==> src/rtl/vec_op_sequencer_pkg.sv <==
// Shared types and constants for the vector-op issue sequencer.
package vec_seq_pkg;

  localparam int INSTR_W = 30;
  localparam int OPC_MSB = 29;
  localparam int OPC_LSB = 26;
  localparam int IMM_W   = 16;

  typedef enum logic [3:0] {
    OP_INCRI = 4'd0,
    OP_INCRJ = 4'd1,
    OP_SETN  = 4'd2,
    OP_SUMFV = 4'd3,
    OP_MULFV = 4'd4,
    OP_NOP   = 4'd5
  } op_t;

  typedef enum logic [1:0] {
    S_IDLE,
    S_RD,
    S_EXEC,
    S_WB
  } seq_state_t;

  // Opcodes above NOP are undefined.
  function automatic logic opc_is_legal(input logic [3:0] opc);
    return (opc <= 4'd5);
  endfunction

endpackage

==> src/rtl/vec_op_sequencer_if.sv <==
// Decode / vector-ALU / data-memory signals seen by the sequencer.
// slave is the sequencer side, master is the surrounding decode/ALU/memory side.
interface vec_op_sequencer_if #(
  parameter int ADDR_W = 16
);
  logic                              instr_valid;
  logic [vec_seq_pkg::INSTR_W-1:0]   instr;
  logic                              instr_ready;
  logic                              valu_start;
  logic                              valu_op;
  logic                              valu_done;
  logic                              rd_en;
  logic [ADDR_W-1:0]                 rd_addr;
  logic                              wr_en;
  logic [ADDR_W-1:0]                 wr_addr;

  modport master (
    output instr_valid, instr, valu_done,
    input  instr_ready, valu_start, valu_op, rd_en, rd_addr, wr_en, wr_addr
  );

  modport slave (
    input  instr_valid, instr, valu_done,
    output instr_ready, valu_start, valu_op, rd_en, rd_addr, wr_en, wr_addr
  );
endinterface

==> src/rtl/vec_op_sequencer_idx_regs.sv <==
// Loop registers n, i, j with SETN load and wrap-at-n increments.
module vec_idx_regs #(
  parameter int IDX_W = 8
) (
  input  logic             clk,
  input  logic             rst,
  input  logic             i_setn,
  input  logic             i_incri,
  input  logic             i_incrj,
  input  logic [IDX_W-1:0] i_imm,
  output logic [IDX_W-1:0] o_n,
  output logic [IDX_W-1:0] o_i,
  output logic [IDX_W-1:0] o_j
);

  logic [IDX_W-1:0] r_n;
  logic [IDX_W-1:0] r_i;
  logic [IDX_W-1:0] r_j;

  // Increment with wrap to 0 once v+1 reaches the limit; one extra bit keeps
  // v+1 from overflowing, and a limit of 0 pins the result at 0.
  function automatic logic [IDX_W-1:0] wrap_inc(input logic [IDX_W-1:0] v,
                                                input logic [IDX_W-1:0] lim);
    logic [IDX_W:0] s;
    s = {1'b0, v} + {{IDX_W{1'b0}}, 1'b1};
    return (s >= {1'b0, lim}) ? '0 : s[IDX_W-1:0];
  endfunction

  // Load or step the loop registers on accepted index instructions.
  always_ff @(posedge clk or posedge rst) begin
    if (rst) begin
      r_n <= '0;
      r_i <= '0;
      r_j <= '0;
    end else if (i_setn) begin
      r_n <= i_imm;
      r_i <= '0;
      r_j <= '0;
    end else begin
      if (i_incri) r_i <= wrap_inc(r_i, r_n);
      if (i_incrj) r_j <= wrap_inc(r_j, r_n);
    end
  end

  assign o_n = r_n;
  assign o_i = r_i;
  assign o_j = r_j;

endmodule

==> src/rtl/vec_op_sequencer.sv <==
// Issue controller: single-cycle index ops, and a read -> execute -> write-back
// sequence on the vector ALU for MULFV/SUMFV with decode stalled meanwhile.
module vec_op_sequencer
  import vec_seq_pkg::*;
#(
  parameter int                IDX_W        = 8,
  parameter int                ADDR_W       = 16,
  parameter int                MEM_RD_LAT   = 2,
  parameter int                EXEC_TIMEOUT = 64,
  parameter logic [ADDR_W-1:0] RES_BASE     = 16'h0100
) (
  input  logic                clk,
  input  logic                rst,
  vec_op_sequencer_if.slave   bus,
  output logic [IDX_W-1:0]    n_out,
  output logic [IDX_W-1:0]    i_out,
  output logic [IDX_W-1:0]    j_out,
  output logic                busy,
  output logic                err_timeout,
  output logic                err_illegal
);

  localparam int CNT_MAX = (MEM_RD_LAT > EXEC_TIMEOUT) ? MEM_RD_LAT : EXEC_TIMEOUT;
  localparam int CNT_W   = $clog2(CNT_MAX + 1);
  localparam int PROD_W  = 2 * IDX_W;
  localparam logic [CNT_W-1:0] RD_LAST = CNT_W'(MEM_RD_LAT - 1);
  localparam logic [CNT_W-1:0] TO_LAST = CNT_W'(EXEC_TIMEOUT - 1);

  seq_state_t        r_state, w_state_nxt;
  logic [CNT_W-1:0]  r_cnt;
  logic              r_rd_en, r_start, r_wr_en, r_valu_op;
  logic              r_err_to, r_err_ill;
  logic [ADDR_W-1:0] r_rd_addr, r_wr_addr;

  logic              w_rd_en_nxt, w_start_nxt, w_wr_en_nxt, w_timeout_hit;
  logic [3:0]        w_opc;
  logic              w_accept, w_is_vec, w_is_sum, w_unused;
  logic [IDX_W-1:0]  w_n, w_i, w_j;
  logic [PROD_W-1:0] w_prod;
  logic [ADDR_W-1:0] w_wr_addr;

  assign w_opc    = bus.instr[OPC_MSB:OPC_LSB];
  assign w_unused = ^bus.instr[OPC_LSB-1:0];
  assign bus.instr_ready = (r_state == S_IDLE) && !rst;
  assign w_accept = bus.instr_valid && bus.instr_ready;
  assign w_is_sum = (w_opc == OP_SUMFV);
  assign w_is_vec = (w_opc == OP_MULFV) || w_is_sum;

  vec_idx_regs #(.IDX_W(IDX_W)) u_idx (
    .clk     (clk),
    .rst     (rst),
    .i_setn  (w_accept && (w_opc == OP_SETN)),
    .i_incri (w_accept && (w_opc == OP_INCRI)),
    .i_incrj (w_accept && (w_opc == OP_INCRJ)),
    .i_imm   (bus.instr[IDX_W-1:0]),
    .o_n     (w_n),
    .o_i     (w_i),
    .o_j     (w_j)
  );

  // Operand address i*n+j at double index width, result slot per op type.
  assign w_prod    = PROD_W'(w_i) * PROD_W'(w_n) + PROD_W'(w_j);
  assign w_wr_addr = w_is_sum ? (RES_BASE + ADDR_W'(w_n) + ADDR_W'(w_i))
                              : (RES_BASE + ADDR_W'(w_i));

  // FSM state register.
  always_ff @(posedge clk or posedge rst) begin
    if (rst) r_state <= S_IDLE;
    else     r_state <= w_state_nxt;
  end

  // Next state and next-cycle strobes; valu_done only counts after the start cycle.
  always_comb begin
    w_state_nxt   = r_state;
    w_rd_en_nxt   = 1'b0;
    w_start_nxt   = 1'b0;
    w_wr_en_nxt   = 1'b0;
    w_timeout_hit = 1'b0;
    case (r_state)
      S_IDLE: begin
        if (w_accept && w_is_vec) begin
          w_state_nxt = S_RD;
          w_rd_en_nxt = 1'b1;
        end
      end
      S_RD: begin
        if (r_cnt == RD_LAST) begin
          w_state_nxt = S_EXEC;
          w_start_nxt = 1'b1;
        end
      end
      S_EXEC: begin
        if (!r_start) begin
          if (bus.valu_done) begin
            w_state_nxt = S_WB;
            w_wr_en_nxt = 1'b1;
          end else if (r_cnt == TO_LAST) begin
            w_state_nxt   = S_IDLE;
            w_timeout_hit = 1'b1;
          end
        end
      end
      S_WB:    w_state_nxt = S_IDLE;
      default: w_state_nxt = S_IDLE;
    endcase
  end

  // Cycle counter: read latency in RD, ALU wait in EXEC; cleared on every state change.
  always_ff @(posedge clk or posedge rst) begin
    if (rst) begin
      r_cnt <= '0;
    end else if (w_state_nxt != r_state) begin
      r_cnt <= '0;
    end else if (r_state == S_RD || (r_state == S_EXEC && !r_start)) begin
      r_cnt <= r_cnt + 1'b1;
    end
  end

  // Registered strobes, latched addresses/op and error flags.
  always_ff @(posedge clk or posedge rst) begin
    if (rst) begin
      r_rd_en   <= 1'b0;
      r_start   <= 1'b0;
      r_wr_en   <= 1'b0;
      r_valu_op <= 1'b0;
      r_rd_addr <= '0;
      r_wr_addr <= '0;
      r_err_to  <= 1'b0;
      r_err_ill <= 1'b0;
    end else begin
      r_rd_en   <= w_rd_en_nxt;
      r_start   <= w_start_nxt;
      r_wr_en   <= w_wr_en_nxt;
      r_err_ill <= w_accept && !opc_is_legal(w_opc);
      if (w_timeout_hit) r_err_to <= 1'b1;
      if (w_accept && w_is_vec) begin
        r_valu_op <= w_is_sum;
        r_rd_addr <= ADDR_W'(w_prod);
        r_wr_addr <= w_wr_addr;
      end
    end
  end

  assign bus.rd_en      = r_rd_en;
  assign bus.rd_addr    = r_rd_addr;
  assign bus.valu_start = r_start;
  assign bus.valu_op    = r_valu_op;
  assign bus.wr_en      = r_wr_en;
  assign bus.wr_addr    = r_wr_addr;
  assign n_out          = w_n;
  assign i_out          = w_i;
  assign j_out          = w_j;
  assign busy           = (r_state != S_IDLE);
  assign err_timeout    = r_err_to;
  assign err_illegal    = r_err_ill;

endmodule

==> src/flat_wrapper.sv <==
// flat-port wrapper written by rule: the top's interface ports become plain ports
module vec_op_sequencer_flat import vec_seq_pkg::*;
#(
  parameter int                IDX_W        = 8,
  parameter int                ADDR_W       = 16,
  parameter int                MEM_RD_LAT   = 2,
  parameter int                EXEC_TIMEOUT = 64,
  parameter logic [ADDR_W-1:0] RES_BASE     = 16'h0100
)
  (clk, rst, n_out, i_out, j_out, busy, err_timeout, err_illegal, bus_instr_valid, bus_instr, bus_valu_done, bus_instr_ready, bus_valu_start, bus_valu_op, bus_rd_en, bus_rd_addr, bus_wr_en, bus_wr_addr);
  vec_op_sequencer_if #(.ADDR_W(ADDR_W)) bus_i ();
  input  logic clk;
  input  logic rst;
  output logic [IDX_W-1:0] n_out;
  output logic [IDX_W-1:0] i_out;
  output logic [IDX_W-1:0] j_out;
  output logic busy;
  output logic err_timeout;
  output logic err_illegal;
  input wire logic [$bits(bus_i.instr_valid)-1:0] bus_instr_valid;
  input wire logic [$bits(bus_i.instr)-1:0] bus_instr;
  input wire logic [$bits(bus_i.valu_done)-1:0] bus_valu_done;
  output wire logic [$bits(bus_i.instr_ready)-1:0] bus_instr_ready;
  output wire logic [$bits(bus_i.valu_start)-1:0] bus_valu_start;
  output wire logic [$bits(bus_i.valu_op)-1:0] bus_valu_op;
  output wire logic [$bits(bus_i.rd_en)-1:0] bus_rd_en;
  output wire logic [$bits(bus_i.rd_addr)-1:0] bus_rd_addr;
  output wire logic [$bits(bus_i.wr_en)-1:0] bus_wr_en;
  output wire logic [$bits(bus_i.wr_addr)-1:0] bus_wr_addr;
  assign bus_i.instr_valid = bus_instr_valid;
  assign bus_i.instr = bus_instr;
  assign bus_i.valu_done = bus_valu_done;
  assign bus_instr_ready = bus_i.instr_ready;
  assign bus_valu_start = bus_i.valu_start;
  assign bus_valu_op = bus_i.valu_op;
  assign bus_rd_en = bus_i.rd_en;
  assign bus_rd_addr = bus_i.rd_addr;
  assign bus_wr_en = bus_i.wr_en;
  assign bus_wr_addr = bus_i.wr_addr;
  vec_op_sequencer #(.IDX_W(IDX_W), .ADDR_W(ADDR_W), .MEM_RD_LAT(MEM_RD_LAT), .EXEC_TIMEOUT(EXEC_TIMEOUT), .RES_BASE(RES_BASE)) u_core (.clk(clk), .rst(rst), .bus(bus_i), .n_out(n_out), .i_out(i_out), .j_out(j_out), .busy(busy), .err_timeout(err_timeout), .err_illegal(err_illegal));
endmodule
==> config.mk <==
export PLATFORM = sky130hd
export DESIGN_NAME = vec_op_sequencer_flat
export DESIGN_NICKNAME = d
export VERILOG_FILES = /design/src/rtl/vec_op_sequencer_pkg.sv /design/src/rtl/vec_op_sequencer_if.sv /design/src/rtl/vec_op_sequencer_idx_regs.sv /design/src/rtl/vec_op_sequencer.sv /design/src/flat_wrapper.sv
export SDC_FILE = /design/constraint.sdc
export NUM_CORES = 1
export LEC_CHECK = 0
export ABC_AREA = 0
export ABC_CLOCK_PERIOD_IN_PS = 7900
export CAP_MARGIN = 20
export CORE_ASPECT_RATIO = 0.5
export CORE_UTILIZATION = 35
export CTS_BUF_LIST = sky130_fd_sc_hd__clkbuf_8
export DETAILED_ROUTE_END_ITERATION = 8
export GPL_TIMING_DRIVEN = 0
export HOLD_SLACK_MARGIN = 0.03
export PLACE_DENSITY = 0.54
export SLEW_MARGIN = 20
export SYNTH_ARGS = -nofsm -noshare
export SYNTH_HDL_FRONTEND = slang
export SYNTH_SLANG_ARGS = --single-unit
==> constraint.sdc <==
create_clock -name clk -period 7.9 [get_ports clk]
set_clock_uncertainty 0.15 [all_clocks]
set_input_delay 1.185 -clock clk [delete_from_list [all_inputs] [get_ports clk]]
set_output_delay 1.185 -clock clk [all_outputs]
set_load 0.005 [all_outputs]
Word-level counts from Yosys, hierarchy flattened
Index checks and enable logic that the tools add are counted.
Widths: inputs -> output; s select.
{"block": "word_totals", "reg_bits": 71, "in_bits": 34, "output_inout_bits": 64, "elab_cells": 79}
{"block": "classes", "add_sub_neg": 7, "n_mul": 1, "n_lt_le_gt_ge": 3, "eq_ne": 10, "mux": 26, "reduce_logical": 19}
{"cell": "$mux 8", "n": 6}
{"cell": "$add 16x8->16", "n": 2}
{"cell": "$add 9x8->10 const A", "n": 2}
{"cell": "$add 8x1->9 const B", "n": 2}
{"cell": "$ge 9x8->1", "n": 2}
{"cell": "$mul 8x8->16", "n": 1}
{"cell": "$mux 16", "n": 1}
{"cell": "$mux 7", "n": 2}
{"cell": "$mux 1", "n": 11}
{"cell": "$mux 2", "n": 5}
{"cell": "$eq 4x2->1 const B", "n": 2}
{"cell": "$logic_and 1x1->1", "n": 8}
{"cell": "$pmux 2 s4", "n": 1}
{"cell": "$reduce_bool 2->1", "n": 4}
{"cell": "$add 7x1->7 const B", "n": 1}
{"cell": "$eq 7x1->1 const B", "n": 1}
{"cell": "$eq 7x6->1 const B", "n": 1}
{"cell": "$eq 2x2->1 const B", "n": 2}
{"cell": "$eq 4x1->1 const B", "n": 1}
{"cell": "$eq 4x3->1 const B", "n": 1}
{"cell": "$le 4x3->1 const B", "n": 1}
{"cell": "$logic_not 4->1", "n": 1}
{"cell": "$logic_not 1->1", "n": 3}
{"cell": "$eq 2x1->1 const B", "n": 1}
{"cell": "3 further kinds", "n": 4}

Depth between registers and ports, before layout
{"block": "depth", "word_depth": 8, "depth_mapped": 17, "depth_no_buf": 17}

Cells and area by module
A second synthesis with hierarchy kept.
{"block": "hier_totals", "hier_cells": 680, "hier_area_um2": 6193.4}
{"module": "vec_op_sequencer", "instances": 1, "cells_each": 505, "area_per_inst_um2": 4545.6, "seq_area_each_um2": 1026.0}
{"module": "vec_idx_regs", "instances": 1, "cells_each": 175, "area_per_inst_um2": 1647.8, "seq_area_each_um2": 600.6}

Worst setup path after synthesis
OpenSTA, ideal clock, no wires.
{"block": "synth_timing", "path_kind": "reg-to-reg", "from": "reg u_core.u_idx.r_i[0] (netlist: u_core.u_idx.o_i[0])", "to": "reg u_core.r_rd_addr[13] (netlist: u_core.bus.rd_addr[13])", "setup_time_ns": 0.127, "t_arrival_ns": 4.313, "t_required_ns": 7.623, "setup_slack_ns": 3.309, "stages_incl_launch_ff": 17, "n_path_buf": 1, "synth_period_minus_slack_ns": 4.591, "path_cell_list": "dfrtp_1 -> clkbuf_1 -> nand2_1 -> fa_1 -> fa_1 -> inv_1 -> fa_1 -> inv_1 -> fa_1 -> inv_1 -> ha_1 -> a21oi_1 -> o21ai_0 -> a2111oi_0 -> o21a_1 -> xnor2_1 -> o21ai_0"}
{"block": "synth_between", "elab_chain_len": 2}
{"item": "start, declared", "line_no": "vec_op_sequencer_idx_regs.sv:17", "text": "logic [IDX_W-1:0] r_i;"}
{"item": "start signal, assigned", "line_no": "vec_op_sequencer_idx_regs.sv:40", "text": "if (i_incri) r_i <= wrap_inc(r_i, r_n);"}
{"item": "$mul 8x8->16", "line_no": "vec_op_sequencer.sv:62", "text": "assign w_prod = PROD_W'(w_i) * PROD_W'(w_n) + PROD_W'(w_j);"}
{"item": "$add 16x8->16", "line_no": "vec_op_sequencer.sv:62"}
{"item": "end signal, assigned", "line_no": "vec_op_sequencer.sv:138", "text": "r_rd_addr <= ADDR_W'(w_prod);"}
{"item": "end, declared", "line_no": "vec_op_sequencer.sv:33", "text": "logic [ADDR_W-1:0] r_rd_addr, r_wr_addr;"}
No other way between the ends.
A chain may end at the register's enable or synchronous reset.

Final worst setup path
{"block": "layout_timing", "from": "reg u_core.u_idx.r_i[3] (netlist: u_core.u_idx.o_i[3])", "to": "reg u_core.r_rd_addr[13] (netlist: u_core.bus.rd_addr[13])"}
Same word-level chain as after synthesis.

==> flow_metrics.tcl <==
set metrics [dict create \
    synth_edf_count 0 \
    areaGrowthSynthToFinish_pct 21.3 \
    ios 98 \
    yosys_most_used_dff "dfrtp_1" \
    crit_chain "clkbuf_1, nand2_1, fa_1, fa_1, inv_1, fa_1, inv_1, fa_1, inv_1, ha_1, a21oi_1, o21ai_0, a2111oi_0, o21a_1, xnor2_1, o21ai_0" \
    use_met2_pct 28.5 \
    postLayoutCellArea_mm2 0.00726 \
    port-buffer-count 72 \
    start_util_pct 36.1 \
    grt_pass1_wl_mm 25.5 \
    gp_congestion 0.818 \
    grt_usage_pct 18.9 \
    routed_wl_mm 15.7 \
    p_sw_share_pct 42.3 \
    postCtsResizedCells 0 \
    tightestPinTransition_ns 0.646 \
    crit_arrival_ns 5.33 \
    internal_power_mw 0.997 \
    fin_nets 884 \
    power_frac_clock_pct 19.4 \
    worst-path-buf-inv 4 \
    clk_pin_slew_ns 0.08 \
    async_flop_share_pct 100 \
    dr.pass1.iters 4 \
    crit_top_cell "fa_1" \
    cts_setup_buffers 0 \
    grt_max_degree 40 \
    final_layout_size_suffix_gt1_share_pct 8.18 \
    hold_buffers 0 \
    slew_viol_final 0 \
    numCtsBuffers 9 \
    relSlewSlack_pct 56.9 \
    n_antenna_cell 0 \
    cts_htree_levels 3 \
    postRouteAntennaNets 0 \
    ys_ff_latch 65 \
    num_rows 33 \
    cap_violations 0 \
    busiest_layer "met2" \
    p_leak_nw 3.51 \
    dieArea_mm2 0.0177 \
    hp-class "reg -> reg" \
    synthTopCellsByCount "nand2_1 (95), inv_1 (82), dfrtp_1 (65)" \
    use_met3_pct 4.94 \
    core_mm2 0.0166 \
    dpl-instance-area_mm2 0.00703 \
    setup_viol 0 \
    vdd_ir_drop_max_v 0.0000809 \
    crit_family "adder cells" \
    startpoint_type "flop" \
    synthDistinctLibCells 57 \
    via_per_inst 4.81 \
    dpl.hpwl_mm 12.4 \
    seq_power_share_pct 30.5 \
    cts_root_buf "clkbuf_8" \
    end_kind "flop" \
    clock_path_buffers 2 \
    yosysWarnings 0 \
    wire_per_inst_um 16.2 \
    die_height_um 94.4 \
    yosys.area.top_type "dfrtp_1" \
    grt_pass1_vias 4719 \
    rsz0062_at_grt "false" \
    avgSynthCellArea_um2 9.16 \
    fmax_ghz 0.191 \
    ys_top_cells_by_area "dfrtp_1 (27%), fa_1 (15%), ha_1 (13%)" \
    crit_fanout 10 \
    ys_seq_area_share_pct 27.2 \
    fill_cells 1657 \
    period_share_pct 66.2 \
    status "complete, no violations" \
    drc_errors 0 \
    critPathSlowestCell "fa_1" \
    die_x_um 187 \
    tritoncts "done" \
    synthCells 653 \
    fin_setup_tns_ns 0 \
    power_frac_comb_pct 50.1 \
    period_minus_slack_ns 5.23 \
    cts.sinks 65 \
    hold_violations 0 \
    seq_area_mm2 0.00163 \
    power_density_mw_per_mm2 238 \
    use_met1_pct 27.2 \
    vias 4679 \
    yosysTopAreaCellShare_pct 27.2 \
    clk_latency_ns 0.37 \
    multiInputGateArea_mm2 0.00390 \
    antenna_found_initial 0 \
    gr-total-overflow 0 \
    first_iter_violations 203 \
    synth_most_common_cell "nand2_1" \
    p_sw_mw 0.731 \
    cp.required_ns 8.00 \
    syn_area_mm2 0.00598 \
    crit_type "reg -> reg" \
    slowest_delay_ns 0.55 \
]
==> cell usage in the layout, fill, tap and decap left out, types with 7 or more instances in the layout <==
cell | netlist | routed
a211oi_1 | 7 | 7
clkdlybuf4s50_1 | 0 | 72
dfrtp_1 | 65 | 65
xnor2_1 | 15 | 15
clkbuf_8 | 0 | 11
nand2_1 | 95 | 95
a21oi_1 | 22 | 22
nand3_1 | 10 | 10
inv_1 | 82 | 81
ha_1 | 63 | 63
nor2_1 | 29 | 29
clkbuf_1 | 12 | 12
a21o_1 | 9 | 9
o21ai_2 | 16 | 16
nand2b_1 | 8 | 8
o21a_1 | 8 | 8
nor3_1 | 7 | 7
xor2_1 | 16 | 16
fa_1 | 45 | 45
and2_1 | 25 | 25
o21ai_0 | 35 | 35
==> cells by family (layout without fill, tap and decap cells) <==
kind of cell | count (synthesis) | count (layout) | share of synthesized area [%]
AO/OA/AOI/OAI | 130 | 130 | 14.5
XOR/XNOR | 31 | 31 | 4.54
adder cells (fa/ha/maj) | 108 | 108 | 28.2
buffers and inverters | 107 | 195 | 7.95
flip-flops | 65 | 65 | 27.2
multiplexers | 5 | 5 | 0.878
other | 1 | 6 | 0.0627
AND/OR/NAND/NOR | 206 | 206 | 16.6
==> layer usage <==
metal	share of wire, %	routed length [µm]
met4	1.1	167
met1	53	8370
met3	4.8	750
met5	0	0
met2	41	6420
==> state kept, by name, summed over array words and instances (netlist names) <==
| register | cells |
|---|---|
| u_core.bus.rd_addr | 16 |
| u_core.bus.rd_en | 1 |
| u_core.bus.valu_op | 1 |
| u_core.bus.valu_start | 1 |
| u_core.bus.wr_addr | 10 |
| u_core.bus.wr_en | 1 |
| u_core.err_illegal | 1 |
| u_core.err_timeout | 1 |
| u_core.r_cnt | 7 |
| u_core.r_state | 2 |
| u_core.u_idx.o_i | 8 |
| u_core.u_idx.o_j | 8 |
| u_core.u_idx.o_n | 8 |
==> per-stage QoR <==
stage	cells	util, %	worst slack, ns	power, mW	hold slack [ns]
global placement	957	42.3	2.75	1.39	0.308
CTS	973	43.8	2.69	1.74	0.333
floorplan	658	-	3.31	1.05	0.316
finish	973	43.8	2.67	1.73	0.325
detailed placement	958	42.4	2.72	1.40	0.317
global route	973	43.8	2.25	1.89	0.345
==> power groups by stage <==
stage | Clock (mW) | Sequential (mW) | Combinational [mW]
3_5_place_dp | 0 | 0.536 | 0.865
6_report | 0.335 | 0.528 | 0.866
4_1_cts | 0.342 | 0.529 | 0.872
5_1_grt | 0.355 | 0.543 | 0.994
3_3_place_gp | 0 | 0.536 | 0.856
2_1_floorplan | 0 | 0.491 | 0.555
==> area by class of cell <==
class,count,area share [%]
Tap cell,227,3.91
Buffer,24,2.09
Clock buffer,11,2.09
Clock inverter,4,1.05
Sequential cell,65,22.4
Inverter,83,4.50
Multi-Input combinational cell,486,53.7
Timing Repair Buffer,73,10.2
==> worst register-to-register path: cells and delay by family, from the launching register on <==
family	cells	cell delay, ns
XOR/XNOR	1	0.13
adder cells (fa/ha/maj)	5	2.46
AND/OR/NAND/NOR	1	0.17
buffers and inverters	4	0.68
flip-flops	1	0.45
AO/OA/AOI/OAI	5	1.05
==> worst paths after layout <==
path                                     start                endpoint  slack (ns)  cells after the start
max                        u_core.u_idx.o_i[3]  u_core.bus.rd_addr[13]        2.67                     16
min                         u_core.err_timeout      u_core.err_timeout        0.32                      1
max reg2reg                u_core.u_idx.o_i[3]  u_core.bus.rd_addr[13]        2.67                     16
min reg2reg                 u_core.err_timeout      u_core.err_timeout        0.32                      1
max in group asynchronous                  rst     u_core.u_idx.o_i[5]        6.00                      3
min in group asynchronous                  rst       u_core.r_state[0]        1.06                      2
Note: power is estimated with default switching activity, not from simulation.
